[config.mk]
export PLATFORM = sky130hd
export DESIGN_NAME = sqrt_sched_flat
export DESIGN_NICKNAME = d
export VERILOG_FILES = /design/src/rtl/sqrt_pkg.sv /design/src/rtl/sqrt_sched_if.sv /design/src/rtl/sqrt_sched_rr_arbiter.sv /design/src/rtl/sqrt_sched.sv /design/src/flat_wrapper.sv
export SDC_FILE = /design/constraint.sdc
export NUM_CORES = 1
export LEC_CHECK = 0
export BUFFER_PORTS_ARGS = -buffer_cell sky130_fd_sc_hd__buf_4
export CAP_MARGIN = 30
export CORE_MARGIN = 2
export CORE_UTILIZATION = 52
export CTS_BUF_LIST = sky130_fd_sc_hd__clkbuf_4
export CTS_CLUSTER_DIAMETER = 80
export DETAILED_ROUTE_END_ITERATION = 10
export PLACE_DENSITY = 0.89
export SYNTH_ARGS = -nofsm -noshare
export SYNTH_HDL_FRONTEND = slang
export SYNTH_SLANG_ARGS = --single-unit
[constraint.sdc]
create_clock -name clk -period 3.1 [get_ports clk]
set_clock_uncertainty 0.15 [all_clocks]
set_input_delay 0.31 -clock clk [delete_from_list [all_inputs] [get_ports clk]]
set_output_delay 0.31 -clock clk [all_outputs]
set_load 0.02 [all_outputs]
[src/rtl/sqrt_pkg.sv]
// sqrt_pkg: definitions shared by the square-root scheduler.
//   state_e   - scheduler FSM state encoding
//   DEF_WIDTH - default operand/result width
//   clog2     - ceiling log2, usable in parameter expressions
//   idx_width - clog2 with a floor of 1, for index/pointer registers
package sqrt_pkg;

  typedef enum logic [1:0] {
    ST_IDLE   = 2'd0,
    ST_LAUNCH = 2'd1,
    ST_WAIT   = 2'd2,
    ST_RESP   = 2'd3
  } state_e;

  localparam int DEF_WIDTH = 8;

  function automatic int clog2(input int value);
    int r;
    r = 0;
    while ((1 << r) < value) r++;
    return r;
  endfunction

  function automatic int idx_width(input int n);
    return (clog2(n) < 1) ? 1 : clog2(n);
  endfunction

endpackage

[src/rtl/sqrt_sched_if.sv]
// sqrt_sched_if: requester-side and engine-side signals of the scheduler.
//   req/operand        - request levels and flattened operands (to scheduler)
//   ack/done           - one-hot accept / completion pulses (from scheduler)
//   result/err/busy    - returned result, timeout flag, activity status
//   eng_a/eng_start    - operand and start pulse towards the sqrt engine
//   eng_valid/eng_sqrt - engine completion and result
// Modports: slave = the scheduler, master = requesters plus engine.
interface sqrt_sched_if #(
  parameter int NREQ  = 4,
  parameter int WIDTH = sqrt_pkg::DEF_WIDTH
);

  logic [NREQ-1:0]       req;
  logic [NREQ*WIDTH-1:0] operand;
  logic [NREQ-1:0]       ack;
  logic [NREQ-1:0]       done;
  logic [WIDTH-1:0]      result;
  logic                  err;
  logic                  busy;
  logic [WIDTH-1:0]      eng_a;
  logic                  eng_start;
  logic                  eng_valid;
  logic [WIDTH-1:0]      eng_sqrt;

  modport slave (
    input  req, operand, eng_valid, eng_sqrt,
    output ack, done, result, err, busy, eng_a, eng_start
  );

  modport master (
    output req, operand, eng_valid, eng_sqrt,
    input  ack, done, result, err, busy, eng_a, eng_start
  );

endinterface

[src/rtl/sqrt_sched_rr_arbiter.sv]
// rr_arbiter: combinational round-robin picker.
//   req         - request vector
//   pointer     - index with highest priority this round
//   grant_valid - any request present
//   grant_idx   - first asserted index at or after pointer, wrapping
// The request vector is rotated so the pointer lands on bit 0, the lowest
// set bit is found, and the pointer is added back modulo NREQ.
module rr_arbiter
  import sqrt_pkg::*;
#(
  parameter int  NREQ = 4,
  localparam int IW   = idx_width(NREQ)
) (
  input  logic [NREQ-1:0] req,
  input  logic [IW-1:0]   pointer,
  output logic            grant_valid,
  output logic [IW-1:0]   grant_idx
);

  logic [NREQ-1:0] rot;
  logic [IW-1:0]   enc;

  // rot[gi] = req[(gi + pointer) mod NREQ]
  for (genvar gi = 0; gi < NREQ; gi++) begin : g_rot
    logic sel_bit;
    always_comb begin
      sel_bit = 1'b0;
      for (int j = 0; j < NREQ; j++) begin
        if (((gi + int'(pointer)) % NREQ) == j) sel_bit = req[j];
      end
    end
    assign rot[gi] = sel_bit;
  end

  always_comb begin
    enc = '0;
    for (int i = NREQ - 1; i >= 0; i--) begin
      if (rot[i]) enc = IW'(i);
    end
  end

  always_comb begin
    int sum;
    sum = int'(enc) + int'(pointer);
    if (sum >= NREQ) sum = sum - NREQ;
    grant_idx   = IW'(sum);
    grant_valid = |req;
  end

endmodule

[src/rtl/sqrt_sched.sv]
// sqrt_sched: shares one square-root engine between NREQ requesters.
//   clk   - system clock, rising edge
//   reset - asynchronous active-low reset
//   bus   - sqrt_sched_if.slave: requester handshake and engine handshake
// Flow: IDLE picks a requester round-robin and latches its operand, LAUNCH
// pulses ack and eng_start, WAIT waits for eng_valid under a watchdog,
// RESP pulses done (with err on timeout). All outputs come from flops.
module sqrt_sched
  import sqrt_pkg::*;
#(
  parameter int  NREQ    = 4,
  parameter int  WIDTH   = DEF_WIDTH,
  parameter int  TIMEOUT = 64,
  localparam int IW      = idx_width(NREQ),
  localparam int TW      = clog2(TIMEOUT)
) (
  input logic        clk,
  input logic        reset,
  sqrt_sched_if.slave bus
);

  localparam logic [NREQ-1:0] ONE_HOT0 = NREQ'(1);

  state_e            state_q, state_d;
  logic [IW-1:0]     idx_q, idx_d;
  logic [IW-1:0]     ptr_q, ptr_d;
  logic [TW-1:0]     timer_q, timer_d;
  logic [WIDTH-1:0]  eng_a_q, eng_a_d;
  logic [WIDTH-1:0]  result_q, result_d;
  logic              err_flag_q, err_flag_d;
  logic [NREQ-1:0]   ack_q, ack_d;
  logic [NREQ-1:0]   done_q, done_d;
  logic              err_q, err_d;
  logic              busy_q, busy_d;
  logic              eng_start_q, eng_start_d;

  logic              grant_valid;
  logic [IW-1:0]     grant_idx;
  logic [WIDTH-1:0]  op_arr [NREQ];

  for (genvar gi = 0; gi < NREQ; gi++) begin : g_op
    assign op_arr[gi] = bus.operand[gi*WIDTH +: WIDTH];
  end

  rr_arbiter #(
    .NREQ (NREQ)
  ) u_arb (
    .req         (bus.req),
    .pointer     (ptr_q),
    .grant_valid (grant_valid),
    .grant_idx   (grant_idx)
  );

  always_comb begin
    state_d     = state_q;
    idx_d       = idx_q;
    ptr_d       = ptr_q;
    timer_d     = timer_q;
    eng_a_d     = eng_a_q;
    result_d    = result_q;
    err_flag_d  = err_flag_q;
    ack_d       = '0;
    done_d      = '0;
    err_d       = 1'b0;
    eng_start_d = 1'b0;

    case (state_q)
      ST_IDLE: begin
        if (grant_valid) begin
          idx_d       = grant_idx;
          eng_a_d     = op_arr[grant_idx];
          ptr_d       = (int'(grant_idx) == NREQ - 1) ? '0 : grant_idx + IW'(1);
          ack_d       = ONE_HOT0 << grant_idx;
          eng_start_d = 1'b1;
          state_d     = ST_LAUNCH;
        end
      end
      ST_LAUNCH: begin
        timer_d = '0;
        state_d = ST_WAIT;
      end
      ST_WAIT: begin
        timer_d = timer_q + TW'(1);
        // A valid seen on the first WAIT cycle may still be the previous
        // job's result held by the engine, so it is not accepted.
        if (bus.eng_valid && (timer_q != '0)) begin
          result_d   = bus.eng_sqrt;
          err_flag_d = 1'b0;
          state_d    = ST_RESP;
        end else if (timer_q == TW'(TIMEOUT - 1)) begin
          result_d   = '0;
          err_flag_d = 1'b1;
          state_d    = ST_RESP;
        end
        // done/err are registered, so they are set on the way into RESP.
        if (state_d == ST_RESP) begin
          done_d = ONE_HOT0 << idx_q;
          err_d  = err_flag_d;
        end
      end
      ST_RESP: begin
        err_flag_d = 1'b0;
        state_d    = ST_IDLE;
      end
      default: state_d = ST_IDLE;
    endcase

    busy_d = (state_d != ST_IDLE);
  end

  always_ff @(posedge clk or negedge reset) begin
    if (!reset) begin
      state_q     <= ST_IDLE;
      idx_q       <= '0;
      ptr_q       <= '0;
      timer_q     <= '0;
      eng_a_q     <= '0;
      result_q    <= '0;
      err_flag_q  <= 1'b0;
      ack_q       <= '0;
      done_q      <= '0;
      err_q       <= 1'b0;
      busy_q      <= 1'b0;
      eng_start_q <= 1'b0;
    end else begin
      state_q     <= state_d;
      idx_q       <= idx_d;
      ptr_q       <= ptr_d;
      timer_q     <= timer_d;
      eng_a_q     <= eng_a_d;
      result_q    <= result_d;
      err_flag_q  <= err_flag_d;
      ack_q       <= ack_d;
      done_q      <= done_d;
      err_q       <= err_d;
      busy_q      <= busy_d;
      eng_start_q <= eng_start_d;
    end
  end

  assign bus.ack       = ack_q;
  assign bus.done      = done_q;
  assign bus.result    = result_q;
  assign bus.err       = err_q;
  assign bus.busy      = busy_q;
  assign bus.eng_a     = eng_a_q;
  assign bus.eng_start = eng_start_q;

endmodule

[src/flat_wrapper.sv]
// flat-port wrapper written by rule: the top's interface ports become plain ports
module sqrt_sched_flat import sqrt_pkg::*;
#(
  parameter int  NREQ    = 4,
  parameter int  WIDTH   = DEF_WIDTH,
  parameter int  TIMEOUT = 64,
  localparam int IW      = idx_width(NREQ),
  localparam int TW      = clog2(TIMEOUT)
)
  (clk, reset, bus_req, bus_operand, bus_eng_valid, bus_eng_sqrt, bus_ack, bus_done, bus_result, bus_err, bus_busy, bus_eng_a, bus_eng_start);
  sqrt_sched_if #(.NREQ(NREQ), .WIDTH(WIDTH)) bus_i ();
  input logic clk;
  input logic reset;
  input wire logic [$bits(bus_i.req)-1:0] bus_req;
  input wire logic [$bits(bus_i.operand)-1:0] bus_operand;
  input wire logic [$bits(bus_i.eng_valid)-1:0] bus_eng_valid;
  input wire logic [$bits(bus_i.eng_sqrt)-1:0] bus_eng_sqrt;
  output wire logic [$bits(bus_i.ack)-1:0] bus_ack;
  output wire logic [$bits(bus_i.done)-1:0] bus_done;
  output wire logic [$bits(bus_i.result)-1:0] bus_result;
  output wire logic [$bits(bus_i.err)-1:0] bus_err;
  output wire logic [$bits(bus_i.busy)-1:0] bus_busy;
  output wire logic [$bits(bus_i.eng_a)-1:0] bus_eng_a;
  output wire logic [$bits(bus_i.eng_start)-1:0] bus_eng_start;
  assign bus_i.req = bus_req;
  assign bus_i.operand = bus_operand;
  assign bus_i.eng_valid = bus_eng_valid;
  assign bus_i.eng_sqrt = bus_eng_sqrt;
  assign bus_ack = bus_i.ack;
  assign bus_done = bus_i.done;
  assign bus_result = bus_i.result;
  assign bus_err = bus_i.err;
  assign bus_busy = bus_i.busy;
  assign bus_eng_a = bus_i.eng_a;
  assign bus_eng_start = bus_i.eng_start;
  sqrt_sched #(.NREQ(NREQ), .WIDTH(WIDTH), .TIMEOUT(TIMEOUT)) u_core (.clk(clk), .reset(reset), .bus(bus_i));
endmodule
# After elaboration in Yosys (flattened, before gate mapping)
# Index checks and enable logic that the tools add are counted.
dict set report classes {
  addsub 7
  n_lt_le_gt_ge 2
  eq_ne 18
  shifts 2
  muxes 44
  bitwise 4
  reduce_logical 17
}
# operator n
set op_table {}
lappend op_table {{32-bit logical NOT} 4}
lappend op_table {{8-bit two-way mux} 4}
lappend op_table {{1-bit two-way mux} 22}
lappend op_table {{2-bit two-way mux} 10}
lappend op_table {{3-bit equality test (second input constant)} 6}
lappend op_table {{8-bit binary-select mux with 2-bit select} 1}
lappend op_table {{4-bit two-way mux} 4}
lappend op_table {{6-bit one-hot mux with 2 select lines} 1}
lappend op_table {{2-bit equality test (second input constant)} 5}
lappend op_table {{3-bit by 2-bit equality test with 1-bit output (second input constant)} 3}
lappend op_table {{2-bit one-hot mux with 4 select lines} 1}
lappend op_table {{2-bit nonzero test} 4}
lappend op_table {{1-bit by 2-bit << shifter with 4-bit output (first input constant)} 2}
lappend op_table {{6-bit by 1-bit adder with 6-bit output (second input constant)} 1}
lappend op_table {{2-bit by 1-bit equality test with 1-bit output (second input constant)} 3}
lappend op_table {{6-bit equality test (second input constant)} 1}
lappend op_table {{3-bit greater-or-equal comparator (second input constant)} 2}
lappend op_table {{6-bit nonzero test} 1}
lappend op_table {{2-bit OR reduction} 3}
lappend op_table {{2-bit adder (first input constant)} 2}
lappend op_table {{2-bit AND reduction} 2}
lappend op_table {{4-bit OR reduction} 1}
lappend op_table {{2-bit by 2-bit adder with 3-bit output} 1}
lappend op_table {{1-bit bitwise AND (first input constant)} 3}
lappend op_table {{7 further kinds} 7}
dict set report word_totals {
  regBits 40
  output_inout_bits 27
}

# Longest topological paths before layout
# Gate-level depths: netlist of run 1.
dict set report depth {
  depth_word 19
  mapped_depth 14
}

# Hierarchy
# Synthesis of run 1 repeated with hierarchy kept, for this count alone.
dict set report hier_totals {
  cells_unflattened 188
  hier_area_um2 2129.5
}
# module n_inst cells_each area_per_inst_um2 seq_area_each_um2
set by_module_without_submodules {}
lappend by_module_without_submodules {sqrt_sched 1 163 1963.1 1001.0}
lappend by_module_without_submodules {rr_arbiter 1 25 166.4 0.0}

# Least setup slack after synthesis of run 1
# No wires, ideal clock.
dict set report synth_path {
  kind {register to register}
  start {reg u_core.ptr_q[0]}
  end {reg u_core.eng_a_q[2], in the netlist u_core.bus.eng_a[2]}
  setup_ns 0.095
  arrival_ns 2.494
  t_required_ns 2.855
  path_slack_ns 0.361
  stages_incl_launch_ff 11
  path_buffers 3
  cell_sequence {dfrtp_1 -> buf_2 -> nor2b_1 -> a221oi_1 -> a21oi_1 -> a211o_1 -> ha_1 -> clkbuf_1 -> clkbuf_1 -> a221oi_1 -> o31ai_1}
}
dict set report synth_via {
  elab_chain_len 19
  word_cells_on_any_way 53
  cone_classes {add/sub: 5; order compare: 1; eq/ne: 12; mux: 24; bitwise: 4; reduce/logical: 7}
}
# item line
set synth_lines {}
lappend synth_lines {{from (decl)} sqrt_sched.sv:26} ;# logic [IW-1:0] ptr_q, ptr_d;
lappend synth_lines {{from (signal assigned)} sqrt_sched.sv:128} ;# ptr_q <= ptr_d;
lappend synth_lines {{2-bit adder} sqrt_sched_rr_arbiter.sv:29} ;# if (((gi + int'(pointer)) % NREQ) == j) sel_bit = req[j];
lappend synth_lines {{2-bit OR reduction (no line)} --}
lappend synth_lines {{1-bit bitwise AND (no line)} --}
lappend synth_lines {{32-bit logical NOT} sqrt_sched_rr_arbiter.sv:29}
lappend synth_lines {{1-bit two-way mux (4 in series)} sqrt_sched_rr_arbiter.sv:29}
lappend synth_lines {{2-bit two-way mux (4 in series)} sqrt_sched_rr_arbiter.sv:38} ;# if (rot[i]) enc = IW'(i);
lappend synth_lines {{2-bit by 2-bit adder with 3-bit output (*)} sqrt_sched_rr_arbiter.sv:44} ;# sum = int'(enc) + int'(pointer);
lappend synth_lines {{3-bit greater-or-equal comparator / 2-bit by 1-bit subtractor with 2-bit output (equally long branches)} sqrt_sched_rr_arbiter.sv:45} ;# if (sum >= NREQ) sum = sum - NREQ;
lappend synth_lines {{2-bit two-way mux (*)} sqrt_sched_rr_arbiter.sv:45}
lappend synth_lines {{net u_core.grant_idx[0]} sqrt_sched.sv:38} ;# logic [IW-1:0] grant_idx;
lappend synth_lines {{2-bit NOT with 3-bit output (not written as such) (*)} sqrt_sched.sv:71} ;# eng_a_d = op_arr[grant_idx];
lappend synth_lines {{8-bit binary-select mux with 2-bit select (*)} sqrt_sched.sv:71}
lappend synth_lines {{8-bit two-way mux (not written as such) (*) (2 in series)} sqrt_sched.sv:71}
lappend synth_lines {{to (signal assigned)} sqrt_sched.sv:130} ;# eng_a_q <= eng_a_d;
lappend synth_lines {{to (decl)} sqrt_sched.sv:28} ;# logic [WIDTH-1:0] eng_a_q, eng_a_d;
# Mark *: on every way through the listed nets, which the timed path passes. The rest lies on a longest branch. The select of a mux whose other input is x is not followed.
# A chain may end at the register's enable or synchronous reset.

# Final worst setup path of run 1
dict set report layout_path {
  start {reg u_core.ptr_q[0]}
  end {reg u_core.ptr_q[0]}
}
dict set report layout_via {
  elab_chain_len 17
  word_cells_on_any_way 52
  cone_classes {add/sub: 6; order compare: 1; eq/ne: 13; mux: 22; bitwise: 3; reduce/logical: 7}
}
# item line
set layout_lines {}
lappend layout_lines {{2-bit adder} sqrt_sched_rr_arbiter.sv:29}
lappend layout_lines {{2-bit OR reduction (no line)} --}
lappend layout_lines {{1-bit bitwise AND (no line)} --}
lappend layout_lines {{32-bit logical NOT} sqrt_sched_rr_arbiter.sv:29}
lappend layout_lines {{1-bit two-way mux (4 in series)} sqrt_sched_rr_arbiter.sv:29}
lappend layout_lines {{2-bit two-way mux (4 in series)} sqrt_sched_rr_arbiter.sv:38}
lappend layout_lines {{2-bit by 2-bit adder with 3-bit output (*)} sqrt_sched_rr_arbiter.sv:44}
lappend layout_lines {{3-bit greater-or-equal comparator / 2-bit by 1-bit subtractor with 2-bit output (equally long branches)} sqrt_sched_rr_arbiter.sv:45}
lappend layout_lines {{2-bit two-way mux (*)} sqrt_sched_rr_arbiter.sv:45}
lappend layout_lines {{2-bit by 1-bit adder with 2-bit output / 2-bit by 1-bit equality test with 1-bit output (equally long branches)} sqrt_sched.sv:72} ;# ptr_d = (int'(grant_idx) == NREQ - 1) ? '0 : grant_idx + IW'(1);
lappend layout_lines {{2-bit two-way mux (*)} sqrt_sched.sv:72}
# Mark *: on every way between the ends. The rest lies on a longest branch, timed or not.

==> out/qor.txt, run 1 <==
status: finished, final reports clean
core footprint: 3940 sq um
Setup TNS: 0 ns
GRT overflow: 0
Top Ports: 74
Die W: 67.8 um
final WL: 5050 um
Final period util: 93.0%
Nets: 341
Synth Instances: 212
Worst VDD drop: 0.540 mV
CP max FO: 11
metal2 WL: 2530 um
most frequent cells in the layout: buf_4, dfrtp_1, nand2_1
Synthesized Nets: 266
Max transition margin: 59.8%
Slew @ Worst Pin: 0.601 ns
cts bufs inserted: 5
RSZ-0062 raised after global routing: false
placed cell count: 327
combinational power share: 59.4%
minimum clock period: 2.88 ns
internal power: 1.49 mW
sequential share of power: 31.0%
pwr dens: 978 nW/um^2
Worst EP required: 3.22 ns
filler instances: 300
Antenna Nets Post-Route: 0
vias in the first global route: 1753
largest net degree at the start of global routing: 41
Routed met1 length: 2140 um
switching power: 1.27 mW
synthesized area: 2110 sq um
DRC viols: 0
Static Leakage: 1.34 nW
gr usage total: 23.0%
Post-synth EDFFs: 0
CTS Root Buffer Type: clkbuf_4
Hold WC Path Type: primary input to register
sw frac: 46.0%
crit path kind: register to register
Die H: 67.8 um
initial core utilization: 53.6%
max cap viols: 0
Yosys cell types: 44
Detail Placement HPWL: 3660 um
Warnings, synthesis: 0
Post-CTS Setup Repair Bufs: 0
CTS Sinks: 40
Worst Setup End Kind: register
syn avg cell area: 9.97 sq um
Non-Filler Instances: 338
final hold vios: 0
row count: 23
Clk pwr share: 9.5%
# diodes: 0
Synth Register Bits: 40
first-pass GRT wire length: 7770 um
synth-to-layout area growth: 33.1%
commonest non-fill, non-tap cell in the layout: buf_4
routability cong.: 0.773
antenna violations before repair: 0
CTS tree: done
CP Data Arrival Time: 3.00 ns
Met3 Wirelength: 313 um
clock slew at reported path FFs: 0.13 ns
Synth async-reset ratio: 100%
overall power: 2.75 mW
Final Max Tran Viols: 0
FMAX: 0.347 GHz
Longest Clk Path Bufs: 2
final setup fails: 0
# port buffers: 73
fraction of layout cells with a size suffix above 1: 33.0%
DR top layer: met4
Iteration-0 DRC Markers: 88
Top FF cell, synth: dfrtp_1
Vias: 1889
CP startpoint kind: register
worst hold slack: 0.0149 ns
routed vias/inst: 5.59
Seq/Total Area, Yosys: 47.3%
Worst-Skew Late Latency: 0.35 ns
die area: 4590 sq um
Pre-antenna DRT Iters: 4
Routed wire per std cell: 14.9 um
H-tree depth: 2
[path summary, 6_finish.rpt]
kind	slack, ns	to	startpoint	cells past startpoint
setup / recovery	0.22	u_core.ptr_q[0]	u_core.ptr_q[0]	11
min in group asynchronous	0.29	u_core.timer_q[0]	reset	2
hold reg to reg	0.36	u_core.bus.eng_a[5]	u_core.bus.eng_a[5]	2
setup reg to reg	0.22	u_core.ptr_q[0]	u_core.ptr_q[0]	11
hold / removal	0.01	u_core.bus.result[2]	bus_eng_sqrt[2]	2
max in group asynchronous	2.13	u_core.ptr_q[0]	reset	2
[power by group through the flow]
stage	logic, mW	clock network [mW]	registers (mW)
final	1.64	0.262	0.854
after global routing	1.80	0.293	0.879
after CTS	1.61	0.269	0.848
after detailed placement	1.61	0	0.860
after global placement	1.55	0	0.849
after floorplan	0.953	0	0.975
[cell type report]
class | count | area [sq um] | share of cell area (%)
Clock buffer | 5 | 37.5 | 1.33
Clock inverter | 3 | 18.8 | 0.667
Inverter | 10 | 37.5 | 1.33
Multi-Input combinational cell | 152 | 1050 | 37.3
Sequential cell | 40 | 1000 | 35.6
Tap cell | 50 | 62.6 | 2.22
Timing Repair Buffer | 78 | 606 | 21.5
[metrics by stage]
step	setup slack (ns)	cell area [sq um]	util, %
CTS	0.125	2780	70.4
finish	0.218	2820	71.4
detailed placement	0.148	2710	68.7
global route	0.0611	2820	71.4
floorplan	0.361	2110	-
global placement	0.312	2710	68.7
[per-layer routing]
| metal | vias to the layer above | global-route usage, % |
|---|---|---|
| met5 | - | 0 |
| met4 | 0 | 8.75 |
| met3 | 4 | 5.83 |
| met2 | 66 | 38.1 |
| met1 | 897 | 28.7 |
| li1 | 922 | - |
[registers in the layout (all words and copies together) (netlist names)]
register	count
u_core.bus.eng_a	8
u_core.bus.result	8
u_core.timer_q	6
u_core.bus.ack	4
u_core.bus.done	4
u_core.idx_q	2
u_core.ptr_q	2
u_core.state_q	2
u_core.bus.busy	1
u_core.bus.eng_start	1
u_core.bus.err	1
u_core.err_flag_q	1
[cell families (layout without fill, tap and decap cells)]
group	Yosys count	in the layout	synth area share (%)
buffers and inverters	20	96	3.79
AO/OA/AOI/OAI	58	58	22.3
XOR/XNOR	3	3	1.24
adder cells (fa/ha/maj)	7	7	4.14
AND/OR/NAND/NOR	84	84	21.2
flip-flops	40	40	47.3
[synthesized netlist by cell type, drive strengths merged, types with 2 or more instances]
library cell  number  area, sq um
nor3b              3         22.5
nand3              7         40.0
nor3               6         41.3
or3                2         17.5
or2                3         18.8
a21oi              6         41.3
nor2b             20          125
nand2             23         86.3
inv               10         37.5
ha                 7         87.6
buf                3         15.0
dfrtp             40         1000
and3               2         12.5
o21ai             10         53.8
a221oi             9         78.8
clkbuf             7         27.5
a2111oi            8         73.8
xor2               2         17.5
nor2              14         55.1
o31ai              9         67.6
a22o               8         70.1
[what timing repair did]
action / 4_1_cts / 5_1_grt
hold endpoints to repair: 40 / 2
endpoints found under the setup margin: 0 / 3
gates resized for setup: 0 / 4
hold buffers: 1 / 2
[worst max-delay path, cell delays in order, from the launching register on]
cell and delay, ns:
dfrtp_2 0.50, nor2b_1 0.17, a221oi_1 0.28, a21oi_1 0.08, a211o_1 0.26, ha_2 0.22
xor2_2 0.24, a21oi_4 0.10, nor2_1 0.22, inv_1 0.11, ha_1 0.22, o31ai_1 0.24
No activity file was read; power rests on OpenSTA's default activity.
==> run 2: changes to the inputs <==
--- a/config.mk
+++ b/config.mk
@@ -13,6 +13,8 @@
 export CTS_CLUSTER_DIAMETER = 80
 export DETAILED_ROUTE_END_ITERATION = 10
 export PLACE_DENSITY = 0.89
+export REMOVE_ABC_BUFFERS = 1
 export SYNTH_ARGS = -nofsm -noshare
 export SYNTH_HDL_FRONTEND = slang
+export SYNTH_HIERARCHICAL = 1
 export SYNTH_SLANG_ARGS = --single-unit
==> out/qor.txt, run 2 <==
Yosys cell types: 39
sw frac: 41.8%
commonest non-fill, non-tap cell in the layout: buf_4
H-tree depth: 2
minimum clock period: 2.78 ns
Hold WC Path Type: primary input to register
largest family of logic cells by synthesized area: multiplexers
Vias: 1727
switching power: 1.13 mW
die area: 4620 sq um
final setup fails: 0
Synth top area share: 47.0%
adder-cell share of the synthesized area: 5.88%
Synth Area in XOR/XNOR: 0.823%
internal power: 1.57 mW
Static Leakage: 1.42 nW
most used standard cell by instance count after synthesis: dfrtp_1
Detail Placement HPWL: 3750 um
cts bufs inserted: 5
combinational power share: 58.7%
crit-path cells: nand2b_1 > a21oi_1 > o221ai_1 > o31a_1 > ha_1 > xor2_1 > buf_4 > mux4_2 > mux2_2
routability cong.: 0.738
top cell type by total area after synthesis: dfrtp_1
synthesized area: 2130 sq um
Top Family by Delay on Critical Path: multiplexers
GRT overflow: 0
Worst-Skew Late Latency: 0.35 ns
pwr dens: 970 nW/um^2
Longest Clk Path Bufs: 2
row count: 23
Post-CTS Setup Repair Bufs: 0
ranking of synthesized cells by area: dfrtp_1, mux4_2, ha_1
placed cell count: 307
Die H: 68.0 um
max cap viols: 0
Synth Instances: 188
crit path max-delay cell type: dfrtp_1
CP Data Arrival Time: 2.88 ns
CTS tree: done
Antenna Nets Post-Route: 0
worst path bufs/invs: 1
Final period util: 89.8%
Slew @ Worst Pin: 0.591 ns
Die W: 68.0 um
Routed wire per std cell: 15.5 um
CP max FO: 8
CP startpoint kind: register
most frequent cells in the layout: buf_4, dfrtp_1, inv_1
Clk pwr share: 9.6%
clock slew at reported path FFs: 0.13 ns
Nets: 322
final WL: 4900 um
status: finished, final reports clean
Iteration-0 DRC Markers: 131
fraction of layout cells with a size suffix above 1: 39.5%
syn avg cell area: 11.3 sq um
core footprint: 3970 sq um
mux cell area share after synthesis: 17.5%
# diodes: 0
antenna violations before repair: 0
Worst R2R Setup Slack: 0.32 ns
# port buffers: 73
gr usage total: 21.9%
Worst EP required: 3.20 ns
final hold vios: 0
vias in the first global route: 1681
Pre-antenna DRT Iters: 4
Max transition margin: 60.5%
Top FF cell, synth: dfrtp_1
Compound-Gate Fraction of Synth Area: 13.2%
Post-synth EDFFs: 0
crit path kind: register to register
FMAX: 0.359 GHz
routed vias/inst: 5.47
Worst VDD drop: 0.437 mV
Simple-Gate Fraction of Synth Area: 10.6%
Top Ports: 74
initial core utilization: 53.6%
Commonest cells post-synth: dfrtp_1, inv_1, o21ai_0, ha_1
RSZ-0062 raised after global routing: false
DRC viols: 0
Final Max Tran Viols: 0
first-pass GRT wire length: 7470 um
Warnings, synthesis: 6
Non-Filler Instances: 316
Seq/Total Area, Yosys: 47.0%
Setup TNS: 0 ns
Worst Setup End Kind: register
Synth Register Bits: 40
Crit path largest cell delay: 0.47 ns
CTS Sinks: 40
Synth async-reset ratio: 100%
synth-to-layout area growth: 30.9%
sequential share of power: 31.7%
largest net degree at the start of global routing: 41
CTS Root Buffer Type: clkbuf_4
==> run 2: changes by cell type after synthesis, moves of 9 or more <==
cell,previous run,this run
nand2_1,23,8
nor2b_1,20,2
mux2i_1,0,9
a221oi_1,9,0
mux2_2,0,9
inv_1,10,19
o21ai_0,7,18
==> run 2: metal layers <==
metal | vias to the layer above | GRT usage [%] | routed length (um)
met4 | 0 | 8.50 | 73
met3 | 8 | 3.45 | 201
met1 | 842 | 26.5 | 1920
met2 | 46 | 38.8 | 2700
li1 | 831 | - | -
met5 | - | 0 | 0
==> run 2: layout make-up <==
type	instances	area [sq um]
well taps	50	62.6
clock buffers	5	37.5
clock inverters	3	13.8
repair buffers	77	581
fillers	289	1180
inverters	19	71.3
flip-flops and latches	40	1000
multi-input cells	122	1020
==> run 2: path summary, 6_finish.rpt <==
path / from / endpoint / cells after the start
max in group asynchronous: reset / u_core/bus.result[2] / 2
min in group asynchronous: reset / u_core/ptr_q[1] / 2
worst max register to register: u_core/ptr_q[1] / u_core/bus.eng_a[2] / 9
worst min-delay path: bus_eng_sqrt[5] / u_core/bus.result[5] / 3
worst max-delay path: u_core/ptr_q[1] / u_core/bus.eng_a[2] / 9
worst min register to register: u_core/bus.eng_a[3] / u_core/bus.eng_a[3] / 1
==> run 2: worst reg2reg max path, cell delays in order, from the launching register on <==
cell and delay (ns):
dfrtp_1 0.47, nand2b_1 0.18, a21oi_1 0.19, o221ai_1 0.15
o31a_1 0.14, ha_1 0.20, xor2_1 0.36, buf_4 0.25
mux4_2 0.31, mux2_2 0.28
==> run 2: power by group through the flow <==
stage          registers, mW  logic, mW  clock network, mW
2_1_floorplan           1.03      0.841                  0
3_3_place_gp           0.857       1.51                  0
3_5_place_dp           0.871       1.58                  0
4_1_cts                0.859       1.58              0.263
5_1_grt                0.882       1.71              0.285
6_report               0.857       1.59              0.258
==> run 2: through the flow <==
stage / total power [mW] / hold WS, ns / setup WS [ns] / cell area, sq um / utilization (%)
after floorplan: 1.87 / -0.136 / 0.453 / 2090 / -
after global placement: 2.36 / 0.162 / 0.546 / 2730 / 68.7
after detailed placement: 2.45 / 0.167 / 0.393 / 2730 / 68.7
after CTS: 2.70 / 0.0392 / 0.371 / 2790 / 70.2
after global routing: 2.87 / 0.0364 / 0.237 / 2790 / 70.2
final: 2.70 / 0.0420 / 0.316 / 2790 / 70.2
==> run 2: kinds of logic (layout without fill, tap and decap cells) <==
logic type,count (synthesis),count (layout)
flip-flops,40,40
AO/OA/AOI/OAI,42,42
adder cells (fa/ha/maj),10,10
buffers and inverters,26,104
XOR/XNOR,2,2
multiplexers,26,26
AND/OR/NAND/NOR,42,42
==> run 2: timing repair <==
item                                   4_1_cts  5_1_grt
endpoints found under the hold margin       40        0
hold buffers                                 1        0
resized for setup                            0        0
